==> src/rtl/frame_parser.sv <==
// Frame parser: hunts header / channel / payload / CRC / trailer frames on a 16-bit stream
// and drains CRC-clean frames into the downstream FIFO from ping-pong payload banks.
module frame_parser #(
    parameter logic [15:0] HEADER_WORD  = 16'hE0E0,
    parameter logic [15:0] TRAILER_WORD = 16'h0E0E,
    parameter int          MAX_WORDS    = 8,
    parameter logic [15:0] CRC_POLY     = 16'h1021,
    parameter logic [15:0] CRC_INIT     = 16'h0000
) (
    input  logic        clk_in,
    input  logic        rst,
    input  logic [15:0] data_in,
    input  logic        fifo_full,
    output logic        fifo_wr_en,
    output logic [15:0] fifo_wr_data,
    output logic        crc_valid,
    output logic        crc_err,
    output logic        len_err,
    output logic        frame_drop
);
    typedef enum logic [1:0] {S_HUNT, S_HDR, S_CHAN, S_PAYLOAD} pstate_t;
    typedef enum logic [1:0] {D_IDLE, D_DESC, D_DATA} dstate_t;

    localparam int          AW   = $clog2(MAX_WORDS);
    localparam logic [3:0]  MAXC = 4'(MAX_WORDS);

    function automatic logic [15:0] crc_fold(input logic [15:0] c, input logic [15:0] d);
        logic [15:0] r;
        r = c;
        for (int i = 15; i >= 0; i--) begin
            if (r[15] ^ d[i]) r = {r[14:0], 1'b0} ^ CRC_POLY;
            else              r = {r[14:0], 1'b0};
        end
        return r;
    endfunction

    pstate_t     r_state;
    dstate_t     r_dstate;
    logic [15:0] r_d1, r_d2, r_crc;
    logic [1:0]  r_fill;
    logic [3:0]  r_count, r_desc_len;
    logic [7:0]  r_ch, r_desc_ch;
    logic        r_wsel, r_rsel, r_start;
    logic        r_crc_valid, r_crc_err, r_len_err, r_frame_drop;
    logic [AW-1:0] r_ptr;
    logic [15:0] r_bank [0:2*MAX_WORDS-1];

    logic        w_full, w_trl, w_commit, w_overflow, w_chan_ok, w_drain_busy;
    logic [7:0]  w_ch_lo;
    logic [15:0] w_rd_data;

    assign w_ch_lo      = data_in[7:0];
    assign w_chan_ok    = (data_in[15:8] == 8'h00) && (w_ch_lo != 8'h00) &&
                          ((w_ch_lo & (w_ch_lo - 8'd1)) == 8'h00);
    assign w_full       = (r_fill == 2'd2);
    assign w_trl        = (r_state == S_PAYLOAD) && w_full &&
                          (data_in == TRAILER_WORD) && (r_d1 == TRAILER_WORD);
    assign w_commit     = (r_state == S_PAYLOAD) && w_full && !w_trl;
    assign w_overflow   = w_commit && (r_count == MAXC);
    assign w_drain_busy = (r_dstate != D_IDLE) || r_start;

    // Parser FSM: header hunt, channel check, delay-line commit, CRC/length verdict
    always_ff @(posedge clk_in or posedge rst) begin
        if (rst) begin
            r_state      <= S_HUNT;
            r_d1         <= 16'h0000;
            r_d2         <= 16'h0000;
            r_fill       <= 2'd0;
            r_count      <= 4'd0;
            r_crc        <= 16'h0000;
            r_ch         <= 8'h00;
            r_wsel       <= 1'b0;
            r_rsel       <= 1'b0;
            r_start      <= 1'b0;
            r_desc_ch    <= 8'h00;
            r_desc_len   <= 4'd0;
            r_crc_valid  <= 1'b0;
            r_crc_err    <= 1'b0;
            r_len_err    <= 1'b0;
            r_frame_drop <= 1'b0;
        end else begin
            r_crc_valid  <= 1'b0;
            r_crc_err    <= 1'b0;
            r_len_err    <= 1'b0;
            r_frame_drop <= 1'b0;
            r_start      <= 1'b0;
            case (r_state)
                S_HUNT: begin
                    if (data_in == HEADER_WORD) r_state <= S_HDR;
                    else                        r_state <= S_HUNT;
                end
                S_HDR: begin
                    if (data_in == HEADER_WORD) r_state <= S_CHAN;
                    else                        r_state <= S_HUNT;
                end
                S_CHAN: begin
                    if (data_in == HEADER_WORD) begin
                        r_state <= S_CHAN;
                    end else if (w_chan_ok) begin
                        r_ch    <= w_ch_lo;
                        r_crc   <= CRC_INIT;
                        r_count <= 4'd0;
                        r_fill  <= 2'd0;
                        r_d1    <= 16'h0000;
                        r_d2    <= 16'h0000;
                        r_state <= S_PAYLOAD;
                    end else begin
                        r_state <= S_HUNT;
                    end
                end
                S_PAYLOAD: begin
                    if (w_trl) begin
                        // d2 holds the received CRC; it is compared, never committed
                        r_state <= S_HUNT;
                        if (r_count == 4'd0) begin
                            r_len_err <= 1'b1;
                        end else if (r_crc == r_d2) begin
                            r_crc_valid <= 1'b1;
                            if (w_drain_busy) begin
                                r_frame_drop <= 1'b1;
                            end else begin
                                r_wsel     <= ~r_wsel;
                                r_rsel     <= r_wsel;
                                r_desc_ch  <= r_ch;
                                r_desc_len <= r_count;
                                r_start    <= 1'b1;
                            end
                        end else begin
                            r_crc_err <= 1'b1;
                        end
                    end else begin
                        r_d1 <= data_in;
                        r_d2 <= r_d1;
                        if (!w_full) r_fill <= r_fill + 2'd1;
                        if (w_commit) begin
                            if (w_overflow) begin
                                r_len_err <= 1'b1;
                                r_state   <= S_HUNT;
                            end else begin
                                r_crc   <= crc_fold(r_crc, r_d2);
                                r_count <= r_count + 4'd1;
                            end
                        end
                    end
                end
                default: r_state <= S_HUNT;
            endcase
        end
    end

    // Capture bank write; contents are don't-care after reset
    always_ff @(posedge clk_in) begin
        if (w_commit && !w_overflow) r_bank[{r_wsel, r_count[AW-1:0]}] <= r_d2;
    end

    // Drain FSM: descriptor then payload, pointer advances only on accepted writes
    always_ff @(posedge clk_in or posedge rst) begin
        if (rst) begin
            r_dstate <= D_IDLE;
            r_ptr    <= '0;
        end else begin
            case (r_dstate)
                D_IDLE: begin
                    if (r_start) begin
                        r_dstate <= D_DESC;
                        r_ptr    <= '0;
                    end
                end
                D_DESC: begin
                    if (!fifo_full) r_dstate <= D_DATA;
                end
                D_DATA: begin
                    if (!fifo_full) begin
                        if (4'(r_ptr) + 4'd1 == r_desc_len) begin
                            r_dstate <= D_IDLE;
                            r_ptr    <= '0;
                        end else begin
                            r_ptr <= r_ptr + AW'(1);
                        end
                    end
                end
                default: r_dstate <= D_IDLE;
            endcase
        end
    end

    assign w_rd_data  = r_bank[{r_rsel, r_ptr}];
    assign fifo_wr_en = (r_dstate != D_IDLE) && !fifo_full;

    // FIFO data mux: descriptor in DESC, bank word in DATA
    always_comb begin
        fifo_wr_data = 16'h0000;
        case (r_dstate)
            D_DESC:  fifo_wr_data = {4'b0000, r_desc_len, r_desc_ch};
            D_DATA:  fifo_wr_data = w_rd_data;
            default: fifo_wr_data = 16'h0000;
        endcase
    end

    assign crc_valid  = r_crc_valid;
    assign crc_err    = r_crc_err;
    assign len_err    = r_len_err;
    assign frame_drop = r_frame_drop;
endmodule

==> config.mk <==
export PLATFORM = sky130hd
export DESIGN_NAME = frame_parser
export DESIGN_NICKNAME = d
export VERILOG_FILES = /design/src/rtl/frame_parser.sv
export SDC_FILE = /design/constraint.sdc
export NUM_CORES = 1
export LEC_CHECK = 0
export BUFFER_PORTS_ARGS = -buffer_cell sky130_fd_sc_hd__buf_2
export CELL_PAD_IN_SITES_DETAIL_PLACEMENT = 0
export CELL_PAD_IN_SITES_GLOBAL_PLACEMENT = 1
export CORE_ASPECT_RATIO = 1.1
export CORE_MARGIN = 5
export CORE_UTILIZATION = 40
export DETAILED_ROUTE_END_ITERATION = 10
export GPL_TIMING_DRIVEN = 0
export PLACE_DENSITY_LB_ADDON = 0.3
export SLEW_MARGIN = 20
export SYNTH_ARGS = -nofsm -noshare
export SYNTH_HDL_FRONTEND = slang
export SYNTH_SLANG_ARGS = --single-unit
==> constraint.sdc <==
create_clock -name clk_in -period 8.3 [get_ports clk_in]
set_input_delay 1.66 -clock clk_in [delete_from_list [all_inputs] [get_ports clk_in]]
set_output_delay 1.66 -clock clk_in [all_outputs]
set_load 0.01 [all_outputs]
==> results of run 1 <==
==> cell usage after synthesis (2+ instances only) <==
cell type / instances
or4_1: 4
a22o_1: 35
nor3_1: 11
nor2_1: 10
o21ai_0: 29
mux4_2: 80
nand3_1: 3
xnor2_1: 40
nand4b_1: 3
dfrtp_1: 88
nand4_1: 4
edfxtp_1: 256
and3_1: 5
nand2b_1: 4
nor2b_1: 14
nand2_1: 56
buf_6: 2
a22oi_1: 12
nand3b_1: 3
nor4_1: 11
clkbuf_1: 28
and4b_1: 2
a21oi_1: 4
o31ai_1: 2
or3_1: 3
inv_1: 14
buf_1: 6
ha_1: 10
xor2_1: 13
nor4bb_1: 2
buf_2: 5
mux2_2: 12
==> per-stage QoR <==
stage | hold slack, ns | instances | power [mW] | setup WS [ns] | instance area, um2
floorplan | 0.4417 | 797 | 1.874 | 3.497 | 14170
global placement | 0.4635 | 1279 | 1.887 | 0.6923 | 14910
detailed placement | 0.4680 | 1324 | 1.889 | 3.243 | 15370
CTS | 0.4804 | 1392 | 3.536 | 2.925 | 16600
global route | 0.4961 | 1392 | 3.615 | 2.791 | 16610
finish | 0.4866 | 1392 | 3.498 | 3.000 | 16610
==> per-layer routing <==
metal	vias to the layer above	share of wire [%]	wire length, um	global-route usage (%)
met2	216	50	17250	29.00
met3	43	5.0	1723	2.338
met5	-	0	0	0
met1	4094	43	14820	25.40
met4	0	1.9	645	4.217
li1	3418	-	-	-
==> cells by family after synthesis <==
group,synth area share [%]
buffers and inverters,1.634
muxes,13.74
adders and majority gates,0.9538
xor gates and xnor gates,3.277
DFF,69.80
and+or+nand+nor,5.555
AOI/OAI and AO/OA,5.034
==> final cells by class <==
class	instances	area, um2
plain buffers	41	180.2
clock inverters	22	196.4
fillers	2929	18440
inverters	15	61.31
repair buffers	83	554.3
clock buffers	46	1032
flip-flops and latches	344	9889
multi-input cells	397	4138
well taps	444	555.5
==> sequential cells by signal (all words and copies together) (netlist names) <==
signal	cells
r_rsel	1
r_start	1
r_dstate	2
r_state	2
r_desc_ch	8
r_count	4
frame_drop	1
r_d1	16
r_wsel	1
r_ch	8
crc_err	1
r_ptr	3
r_fill	2
len_err	1
crc_valid	1
r_bank	256
r_desc_len	4
r_crc	16
r_d2	16
==> worst reg2reg max path: cells and delay by family (launching register included) <==
family / cells / cell delay [ns]
adder cells (fa/ha/maj): 1 / 0.30
AND/OR/NAND/NOR: 5 / 1.52
flip-flops: 1 / 0.40
buffers and inverters: 5 / 1.44
==> power groups by stage <==
stage / combinational (mW) / clock, mW / sequential [mW]
6_report: 0.0242 / 1.64 / 1.83
5_1_grt: 0.0273 / 1.76 / 1.83
4_1_cts: 0.0249 / 1.68 / 1.83
3_5_place_dp: 0.0248 / 0 / 1.86
3_3_place_gp: 0.0224 / 0 / 1.86
2_1_floorplan: 0.00988 / 0 / 1.86
==> path summary, 6_finish.rpt <==
| check | cells after the start | slack, ns | to | from |
|---|---|---|---|---|
| worst max register to register | 11 | 4.39 | r_bank[4][12] | r_fill[0] |
| worst max-delay path | 7 | 3.00 | fifo_wr_data[4] | r_ptr[1] |
| worst min-delay path | 2 | 0.49 | r_ch[5] | r_ch[5] |
| min in group asynchronous | 2 | 1.14 | r_d2[15] | rst |
| max in group asynchronous | 3 | 6.58 | r_count[0] | rst |
| worst min register to register | 2 | 0.49 | r_ch[5] | r_ch[5] |
==> results.txt, run 1 <==
----------------------------------------------------
[Clock network]
  Clock tree from TritonCTS ... yes
  CTS Root Buffer Type ... clkbuf_16
  CTS hold repair buffers ... 0
  Post-CTS sizing ... 0
  Number of post-CTS setup repair buffers ... 0
  Clock transition at the registers of the reported paths ... ~0.060 ns
  Clock latency reported for the late side of the worst-skew pair ... between 0.5 and 0.6 ns
  CTS HTree Levels ... 2
  Clk sinks ... ~340
  Number of buffers created by CTS ... 37
  Maximum count of clock buffers along a single path ... 3

[Detailed routing]
  Routed Wire Length ... around 34,000 um
  Total via count after detailed routing ... approximately 7,800
  Via/cell ratio ... 5.583
  DRC violations left ... 0
  Total iterations of the first detailed-routing run ... 5
  ANT nets after route ... 0
  Average wire per standard cell ... 24.74 um
  Number of design-rule violations left by the first detailed-router iteration ... 648

[STA]
  Final period util ... a little under two thirds
  Setup violators final ... 0
  Number of slew-limit violations in the final report ... 0
  Fin Clk Skew ... between 0.015 and 0.02 ns
  Final Hold Violating Endpoints ... 0
  Max-Slew Margin vs Limit ... between 30 and 40%
  Setup repair after global routing missed its margin ... false
  Setup TNS after final layout ... 0 ns
  Post-layout minimum cycle time ... approximately 5.3 ns
  Actual slew at the worst max-slew pin ... around 0.99 ns
  Achievable frequency ... 188.7 MHz

[Global route]
  Number of antenna violations at the first check in global routing ... 0
  First-pass GRT wire length ... roughly 52,000 um
  Largest net degree at the start of global routing ... 53
  Number of global-route vias before repair ... 8,077
  Overall overflow remaining after global route ... 0
  GRT Overall Usage ... between 15 and 20%

[Die]
  I/O pin count ... 40
  Effective utilization at floorplan ... roughly two fifths
  Overall die height ... 207.4 um
  Die Span X ... about 190 um
  Total die area ... ~0.039 mm2
  Placement Rows ... about 70
  Total core area ... about 0.035 mm2

[Critical path]
  Category of the worst setup path launch point ... flop
  CP Class ... flop to output pin
  Biggest cell delay along the critical path ... approximately 0.66 ns
  Buffers and inverters on the worst path ... 3
  Family with the most delay on the worst path ... buffers and inverters
  Slowest-stage cell, CP ... clkbuf_1
  CP Cell Sequence ... buf_1 -> clkbuf_1 -> mux4_2 -> mux4_2 -> a22oi_1 -> nor2b_1 -> buf_2
  Crit path required time ... 6.64 ns
  Crit. End Element ... output pin
  Endpoint arrival time on the critical path ... around 3.6 ns
  Maximum fanout along the worst path ... 10
  Most prevalent standard cell on the critical path ... mux4_2

[Placed design]
  Final RePlAce weighted congestion ... between 0.7 and 0.8
  Final HPWL DP ... 24,100 um
  IO Port Bufs ... 38

[Logic synthesis]
  Share of Yosys cell area claimed by the top area cell type ... between 50 and 60%
  Mapped cell area ... 0.01417 mm2
  Nets in the synthesized netlist ... between 800 and 900
  Number of distinct standard cells referenced by the synthesized netlist ... 58
  Synth area leader ... edfxtp_1
  Count of flip-flops with a built-in enable after synthesis ... around 260
  Syn. warnings ... 0
  Ys flop type ... edfxtp_1
  Biggest area contributors in the synthesized netlist ... edfxtp_1 (54%), dfrtp_1 (16%), mux4_2 (13%), xnor2_1 (2.5%), a22o_1 (2.2%)
  Gate count after technology mapping ... approximately 800
  Flip-flop and latch count after synthesis ... 344
  Sequential element share of the synthesized area ... 69.80%
  Async set or reset register ratio after synthesis ... between 20 and 30%
  Average footprint of a synthesized cell ... approximately 18 um2

[Cells and area]
  Final Net Count ... between 900 and 1,000
  Layout overhead on the synthesized area ... 17.22%
  Leading cell type in the layout, fill and taps excluded ... edfxtp_1
  Layout cell share with drive strength beyond 1 ... 28.48%
  Number of antenna diodes ... 0
  Top library cells by usage in the layout, fill and taps aside ... edfxtp_1 (256), dfrtp_1 (88), mux4_2 (80), buf_2 (62), nand2_1 (56)
  Final core utilization ... a little under half

[Power]
  Sequential share of power ... 52.3%
  Clock network power share ... 47.0%
  Gate power share ... less than 1%
  Worst IR Drop VDD ... roughly 120 uV
  Leakage dissipation ... roughly 5.8 nW
  Cell Pwr Density ... ~210 mW/mm2
  Design internal power ... about 2.8 mW
  P_sw ... around 0.68 mW
  Net switching fraction of the power ... approximately a fifth

[Flow run]
  Reported max-cap violation count ... 0

[Status]
  Run status ... finished, final reports clean

[Hold path]
  Tightest Hold Check Type ... flop to flop

----------------------------------------------------
Note: power is estimated with default switching activity, not from simulation.
==> run 2, diff against run 1 <==
==> constraint.sdc (replaced) <==
create_clock -name clk_in -period 4.4 [get_ports clk_in]
set_input_delay 0.88 -clock clk_in [delete_from_list [all_inputs] [get_ports clk_in]]
set_output_delay 0.88 -clock clk_in [all_outputs]
set_load 0.01 [all_outputs]
==> run 2 against run 1 <==
- clock skew up 0.00054 ns
- critical path depth unchanged
- clock-buffer cell count unchanged
- power up 89%
- routed wire length about the same
- first-iteration DRC count up 8.8%
- sequential share of layout area about the same
- global-route usage about the same
- sequential power up 89%
- core utilization about the same
- die area unchanged
- critical path type unchanged
==> results.txt, run 2 (synthesized netlist as in run 1, its figures left out) <==
----------------------------------------------------
[Status]
  Run status ... finished, final reports clean

[Die]
  I/O pin count ... 40 (unchanged)
  Total core area ... 0.03504 mm2 (unchanged)
  Overall die height ... 207.4 um (unchanged)
  Total die area ... 0.03929 mm2 (unchanged)
  Die Span X ... 189.4 um (unchanged)
  Effective utilization at floorplan ... 40.43% (unchanged)
  Placement Rows ... 72 (unchanged)

[STA]
  Setup repair after global routing missed its margin ... false
  Post-layout minimum cycle time ... roughly 4.2 ns
  Final Hold Violating Endpoints ... 0 (unchanged)
  Setup violators final ... 0 (unchanged)
  Achievable frequency ... around 240 MHz
  Max-Slew Margin vs Limit ... 32.60% (-1.3 points)
  Fin worst setup slack ... 0.2258 ns (-2.774 ns)
  Actual slew at the worst max-slew pin ... 1.011 ns (+0.01979 ns)
  Final period util ... around 95%
  Number of slew-limit violations in the final report ... 0 (unchanged)
  Fin Clk Skew ... 0.01897 ns (+0.0005443 ns)

[Critical path]
  CP Class ... flop to output pin
  Most prevalent standard cell on the critical path ... buf_2
  CP Cell Sequence ... clkbuf_1 -> buf_2 -> buf_2 -> mux4_2 -> mux4_2 -> and3_1 -> buf_2
  Crit path required time ... 3.52 ns (-3.12 ns)
  Buffers and inverters on the worst path ... 4 (+1)
  Family with the most delay on the worst path ... buffers and inverters
  Crit. End Element ... output pin
  Slowest-stage cell, CP ... mux4_2
  Maximum fanout along the worst path ... 10 (unchanged)
  Endpoint arrival time on the critical path ... 3.29 ns (-0.35 ns)
  Category of the worst setup path launch point ... flop
  Biggest cell delay along the critical path ... 0.58 ns (-0.08 ns)

[Clock network]
  Clk sinks ... 344 (unchanged)
  Clock tree from TritonCTS ... yes
  CTS hold repair buffers ... 0 (unchanged)
  Number of post-CTS setup repair buffers ... 0 (unchanged)
  Maximum count of clock buffers along a single path ... 3 (unchanged)
  CTS Root Buffer Type ... clkbuf_16
  CTS HTree Levels ... 2 (unchanged)
  Clock transition at the registers of the reported paths ... 0.06 ns (about the same)
  Number of buffers created by CTS ... 37 (unchanged)
  Clock latency reported for the late side of the worst-skew pair ... 0.52 ns (about the same)

[Placed design]
  IO Port Bufs ... 38 (unchanged)
  Total placed cells including tap cells ... 1,324 (unchanged)
  Worst setup slack before clock tree synthesis ... 0.1227 ns (-3.120 ns)
  Final HPWL DP ... 24,100 um (unchanged)
  Final RePlAce weighted congestion ... 0.7584 (unchanged)

[Cells and area]
  Leading cell type in the layout, fill and taps excluded ... edfxtp_1
  Final Net Count ... 948 (unchanged)
  Number of antenna diodes ... 0 (unchanged)
  Number of flip-flops under the largest register name ... 256 (unchanged)
  Layout cell share with drive strength beyond 1 ... 29.01% (+0.53 points)
  Final std cells w/o fill ... 1,392 (unchanged)
  Top library cells by usage in the layout, fill and taps aside ... edfxtp_1 (256), dfrtp_1 (88), mux4_2 (80), buf_2 (64), nand2_1 (56)
  Layout overhead on the synthesized area ... 17.27% (about the same)
  Fill count ... 2,932 (+0.10%)

[Global route]
  GRT Overall Usage ... 17.68% (about the same)
  Number of antenna violations at the first check in global routing ... 0 (unchanged)
  First-pass GRT wire length ... 52,360 um (about the same)
  Number of global-route vias before repair ... 8,088 (+0.14%)
  Largest net degree at the start of global routing ... 53 (unchanged)
  Overall overflow remaining after global route ... 0 (unchanged)

[Detailed routing]
  DRC violations left ... 0 (unchanged)
  Total via count after detailed routing ... 7,771 (unchanged)
  ANT nets after route ... 0 (unchanged)
  Routed Wire Length ... 34,440 um (about the same)
  Average wire per standard cell ... 24.74 um (about the same)
  Total iterations of the first detailed-routing run ... 5 (unchanged)
  Number of design-rule violations left by the first detailed-router iteration ... 705 (+8.8%)
  Via/cell ratio ... 5.583 (unchanged)

[Flow run]
  Reported max-cap violation count ... 0 (unchanged)

[Power]
  Leakage dissipation ... 5.821 nW (+0.33%)
  Worst IR Drop VDD ... 228.3 uV (+89%)
  Cell Pwr Density ... 397.4 mW/mm2 (+89%)

[Hold path]
  Tightest Hold Check Type ... input pin to async pin

----------------------------------------------------
==> run 2: changes by cell type in the layout (fill, tap and decap cells not counted), sizes merged <==
| cell | previous run | this run |
|---|---|---|
| buf | 96 | 95 |
| clkbuf | 74 | 75 |
==> run 2: final cells by class <==
type	count	area [um2]	share of cell area, %
well taps	444	555.5	3.344
inverters	15	61.31	0.3690
flip-flops and latches	344	9889	59.53
plain buffers	41	186.4	1.122
clock buffers	46	1032	6.213
clock inverters	22	196.4	1.182
multi-input cells	397	4138	24.91
repair buffers	83	554.3	3.336
==> run 2: routing by layer <==
metal / global-route usage (%) / vias up / share of wire [%]
met3: 2.338 / 45 / 4.5
met2: 28.99 / 206 / 50
met4: 4.291 / 0 / 1.9
li1: - / 3418 / -
met1: 25.39 / 4102 / 43
met5: 0 / - / 0
==> run 2: repair_timing <==
| item | in CTS | in global routing |
|---|---|---|
| resized for setup | 9 | 3 |
| endpoints found under the setup margin | 16 | 5 |
| pin swaps | 0 | 0 |
==> run 2: where the power goes <==
part / internal, mW / total, mW / switching [mW] / leakage (nW)
Sequential: 3.45 / 3.45 / 0.00000421 / 3.51
Clock: 1.85 / 3.11 / 1.26 / 0.599
Combinational: 0.0122 / 0.0457 / 0.0334 / 1.71
Total: 5.31 / 6.60 / 1.29 / 5.82
==> run 2: metrics by stage <==
| step | utilization [%] | hold WS (ns) | setup TNS, ns | total power [mW] | cell area (um2) |
|---|---|---|---|---|---|
| 3_5_place_dp | 43.87 | 0.4680 | 0 | 3.563 | 15370 |
| 6_report | 47.41 | 0.3626 | 0 | 6.601 | 16610 |
| 4_1_cts | 47.42 | 0.3545 | 0 | 6.671 | 16620 |
| 5_1_grt | 47.41 | 0.3778 | 0 | 6.819 | 16610 |
| 2_1_floorplan | - | 0.4417 | 0 | 3.535 | 14170 |
| 3_3_place_gp | 42.56 | 0.4635 | -364.49 | 3.559 | 14910 |
==> run 2: worst register-to-register path: cells and delay by family, from the launching register on <==
family,cells,cell delay [ns]
buf+inv,5,1.44
flops,1,0.40
simple gates,5,1.52
fa+ha+maj,1,0.31
==> run 2: path summary, 6_finish.rpt <==
path                            startpoint               end  slack [ns]  depth (start not counted)
worst max register to register   r_fill[0]     r_bank[4][12]        0.49                         11
worst min register to register     r_ch[5]           r_ch[5]        0.49                          2
min in group clk_in                r_ch[5]           r_ch[5]        0.49                          2
worst max-delay path              r_ptr[0]  fifo_wr_data[13]        0.23                          7
worst min-delay path                   rst          r_d2[15]        0.36                          2
max in group asynchronous              rst      r_desc_ch[5]        3.45                          3
==> run 3, diff against run 2 <==
--- a/config.mk
+++ b/config.mk
@@ -13,6 +13,7 @@
 export CORE_UTILIZATION = 40
 export DETAILED_ROUTE_END_ITERATION = 10
 export GPL_TIMING_DRIVEN = 0
+export MAX_ROUTING_LAYER = met4
 export PLACE_DENSITY_LB_ADDON = 0.3
 export SLEW_MARGIN = 20
 export SYNTH_ARGS = -nofsm -noshare
==> run 3 against run 2 <==
- sequential share of layout area barely moved
- sequential power barely moved
- final cell count did not move
- design area barely moved
- register-to-register slack got worse by 0.03 ns
- first-iteration DRC count fell by 15%
- non-clock buffer count did not move
- flip-flop and latch count did not move
- clock-buffer cell count did not move
- via count barely moved
- critical path depth did not move
- largest cell class unchanged
- largest power group unchanged
==> results.txt, run 3 (synthesized netlist as in run 1, its figures left out) <==
----------------------------------------------------
[Status]
  Run status ... finished, final reports clean

[STA]
  Max-Slew Margin vs Limit ... 32.68% (+0.077 points)
  Achievable frequency ... 235.1 MHz (-1.9%)
  Final period util ... 96.66% (+1.8 points)
  Final Hold Violating Endpoints ... 0 (unchanged)
  Number of slew-limit violations in the final report ... 0 (unchanged)
  Setup violators final ... 0 (unchanged)
  Hold WS ... 0.3610 ns (-0.001566 ns)
  Actual slew at the worst max-slew pin ... 1.010 ns (-0.001153 ns)
  Setup repair after global routing missed its margin ... false
  Fin Clk Skew ... 0.01944 ns (+0.0004771 ns)
  Post-layout minimum cycle time ... 4.253 ns (+0.07890 ns)

[Detailed routing]
  Number of design-rule violations left by the first detailed-router iteration ... 597 (-15%)
  Average wire per standard cell ... 24.79 um (+0.20%)
  Total iterations of the first detailed-routing run ... 5 (unchanged)
  ANT nets after route ... 0 (unchanged)
  Via/cell ratio ... 5.580 (about the same)
  Total via count after detailed routing ... 7,768 (-0.039%)
  DRC violations left ... 0 (unchanged)
  Routed Wire Length ... 34,500 um (+0.20%)

[Global route]
  Met3 demand-to-capacity share in global routing ... 2.304% (-0.034 points)
  GRT Overall Usage ... 18.21% (+0.52 points)
  First-pass GRT wire length ... 52,360 um (about the same)
  Number of global-route vias before repair ... 8,057 (-0.38%)
  Global routing's busiest layer ... met2
  Met1 track demand over resource in global routing ... 25.39% (unchanged)
  Fraction of met2 tracks used by global routing ... 28.98% (about the same)
  Overall overflow remaining after global route ... 0 (unchanged)
  Largest net degree at the start of global routing ... 53 (unchanged)
  Number of antenna violations at the first check in global routing ... 0 (unchanged)

[Power]
  Cell Pwr Density ... 397.2 mW/mm2 (about the same)
  Leakage dissipation ... 5.817 nW (about the same)
  Post-route total power ... 6.599 mW (about the same)
  Worst IR Drop VDD ... 228.4 uV (about the same)

[Clock network]
  CTS Root Buffer Type ... clkbuf_16
  Clock latency reported for the late side of the worst-skew pair ... 0.52 ns (about the same)
  CTS HTree Levels ... 2 (unchanged)
  CTS hold repair buffers ... 0 (unchanged)
  Clock transition at the registers of the reported paths ... 0.06 ns (about the same)
  Clk sinks ... 344 (unchanged)
  Number of buffers created by CTS ... 37 (unchanged)
  Maximum count of clock buffers along a single path ... 3 (unchanged)
  Clock tree from TritonCTS ... yes
  Number of post-CTS setup repair buffers ... 0 (unchanged)

[Die]
  Overall die height ... 207.4 um (unchanged)
  Effective utilization at floorplan ... 40.43% (unchanged)
  Die Span X ... 189.4 um (unchanged)
  Total core area ... 0.03504 mm2 (unchanged)
  I/O pin count ... 40 (unchanged)
  Total die area ... 0.03929 mm2 (unchanged)
  Placement Rows ... 72 (unchanged)

[Critical path]
  Crit path required time ... 3.52 ns (about the same)
  Crit. End Element ... output pin
  Endpoint arrival time on the critical path ... 3.37 ns (+0.08 ns)
  CP Class ... flop to output pin
  Category of the worst setup path launch point ... flop
  Maximum fanout along the worst path ... 10 (unchanged)

[Cells and area]
  Leading cell type in the layout, fill and taps excluded ... edfxtp_1
  Final core utilization ... 47.40% (about the same)
  Top library cells by usage in the layout, fill and taps aside ... edfxtp_1 (256), dfrtp_1 (88), mux4_2 (80), buf_2 (64), nand2_1 (56)
  Final Net Count ... 948 (unchanged)
  Layout overhead on the synthesized area ... 17.26% (about the same)
  Number of antenna diodes ... 0 (unchanged)
  Number of flip-flops under the largest register name ... 256 (unchanged)
  Layout cell share with drive strength beyond 1 ... 28.90% (-0.11 points)

[Placed design]
  Final RePlAce weighted congestion ... 0.7683 (+1.3%)
  IO Port Bufs ... 38 (unchanged)
  Final HPWL DP ... 24,100 um (unchanged)

[Flow run]
  Reported max-cap violation count ... 0 (unchanged)

[Hold path]
  Tightest Hold Check Type ... input pin to async pin

----------------------------------------------------
==> run 3: metal layers <==
metal  share of wire, %  vias up  wire length, um
met5                  0        -                0
met4                2.0        0              675
met3                4.3       47             1492
met2                 50      195            17220
met1                 44     4111            15120
li1                   -     3415                -
==> run 3: critical path, stage by stage (launching register included) <==
cell,delay [ns]
dfrtp_1,0.45
buf_1,0.58
clkbuf_2,0.46
mux4_2,0.41
mux4_2,0.57
a22oi_1,0.17
nor2b_1,0.06
buf_2,0.14
==> run 3: worst paths after layout <==
check / startpoint / to / slack [ns] / cells after the start
setup / recovery: r_ptr[1] / fifo_wr_data[4] / 0.15 / 7
hold / removal: rst / r_d1[12] / 0.36 / 2
setup reg to reg: r_fill[0] / r_bank[4][12] / 0.46 / 11
hold reg to reg: r_ch[5] / r_ch[5] / 0.49 / 2
max in group asynchronous: rst / r_desc_ch[5] / 3.45 / 3
min in group clk_in: r_ch[5] / r_ch[5] / 0.49 / 2
==> run 3: timing repair <==
action | in CTS | in global routing
hold endpoints to repair | 0 | 0
gates cloned | 0 | 0
endpoints found under the setup margin | 16 | 4
resized for setup | 9 | 2
==> run 3: cell type report <==
type,count,area [um2]
Sequential cell,344,9889
Buffer,41,185.2
Fill cell,2929,18430
Multi-Input combinational cell,397,4138
Inverter,15,61.31
Clock inverter,22,196.4
Timing Repair Buffer,83,554.3
Tap cell,444,555.5
Clock buffer,46,1032
==> run 3: stage by stage <==
stage | TNS, ns | area [um2] | worst slack, ns | std cells
after global routing | 0 | 16610 | 0.00008527 | 1392
after CTS | 0 | 16620 | 0.04486 | 1392
after global placement | -364.49 | 14910 | -2.428 | 1279
after floorplan | 0 | 14170 | 0.3771 | 797
after detailed placement | 0 | 15370 | 0.1227 | 1324
final | 0 | 16610 | 0.1469 | 1392
==> run 3: where the power goes <==
group          switching [mW]  internal (mW)  total, mW
registers          0.00000426           3.45       3.45
clock network            1.25           1.85       3.10
logic                  0.0333         0.0122     0.0456
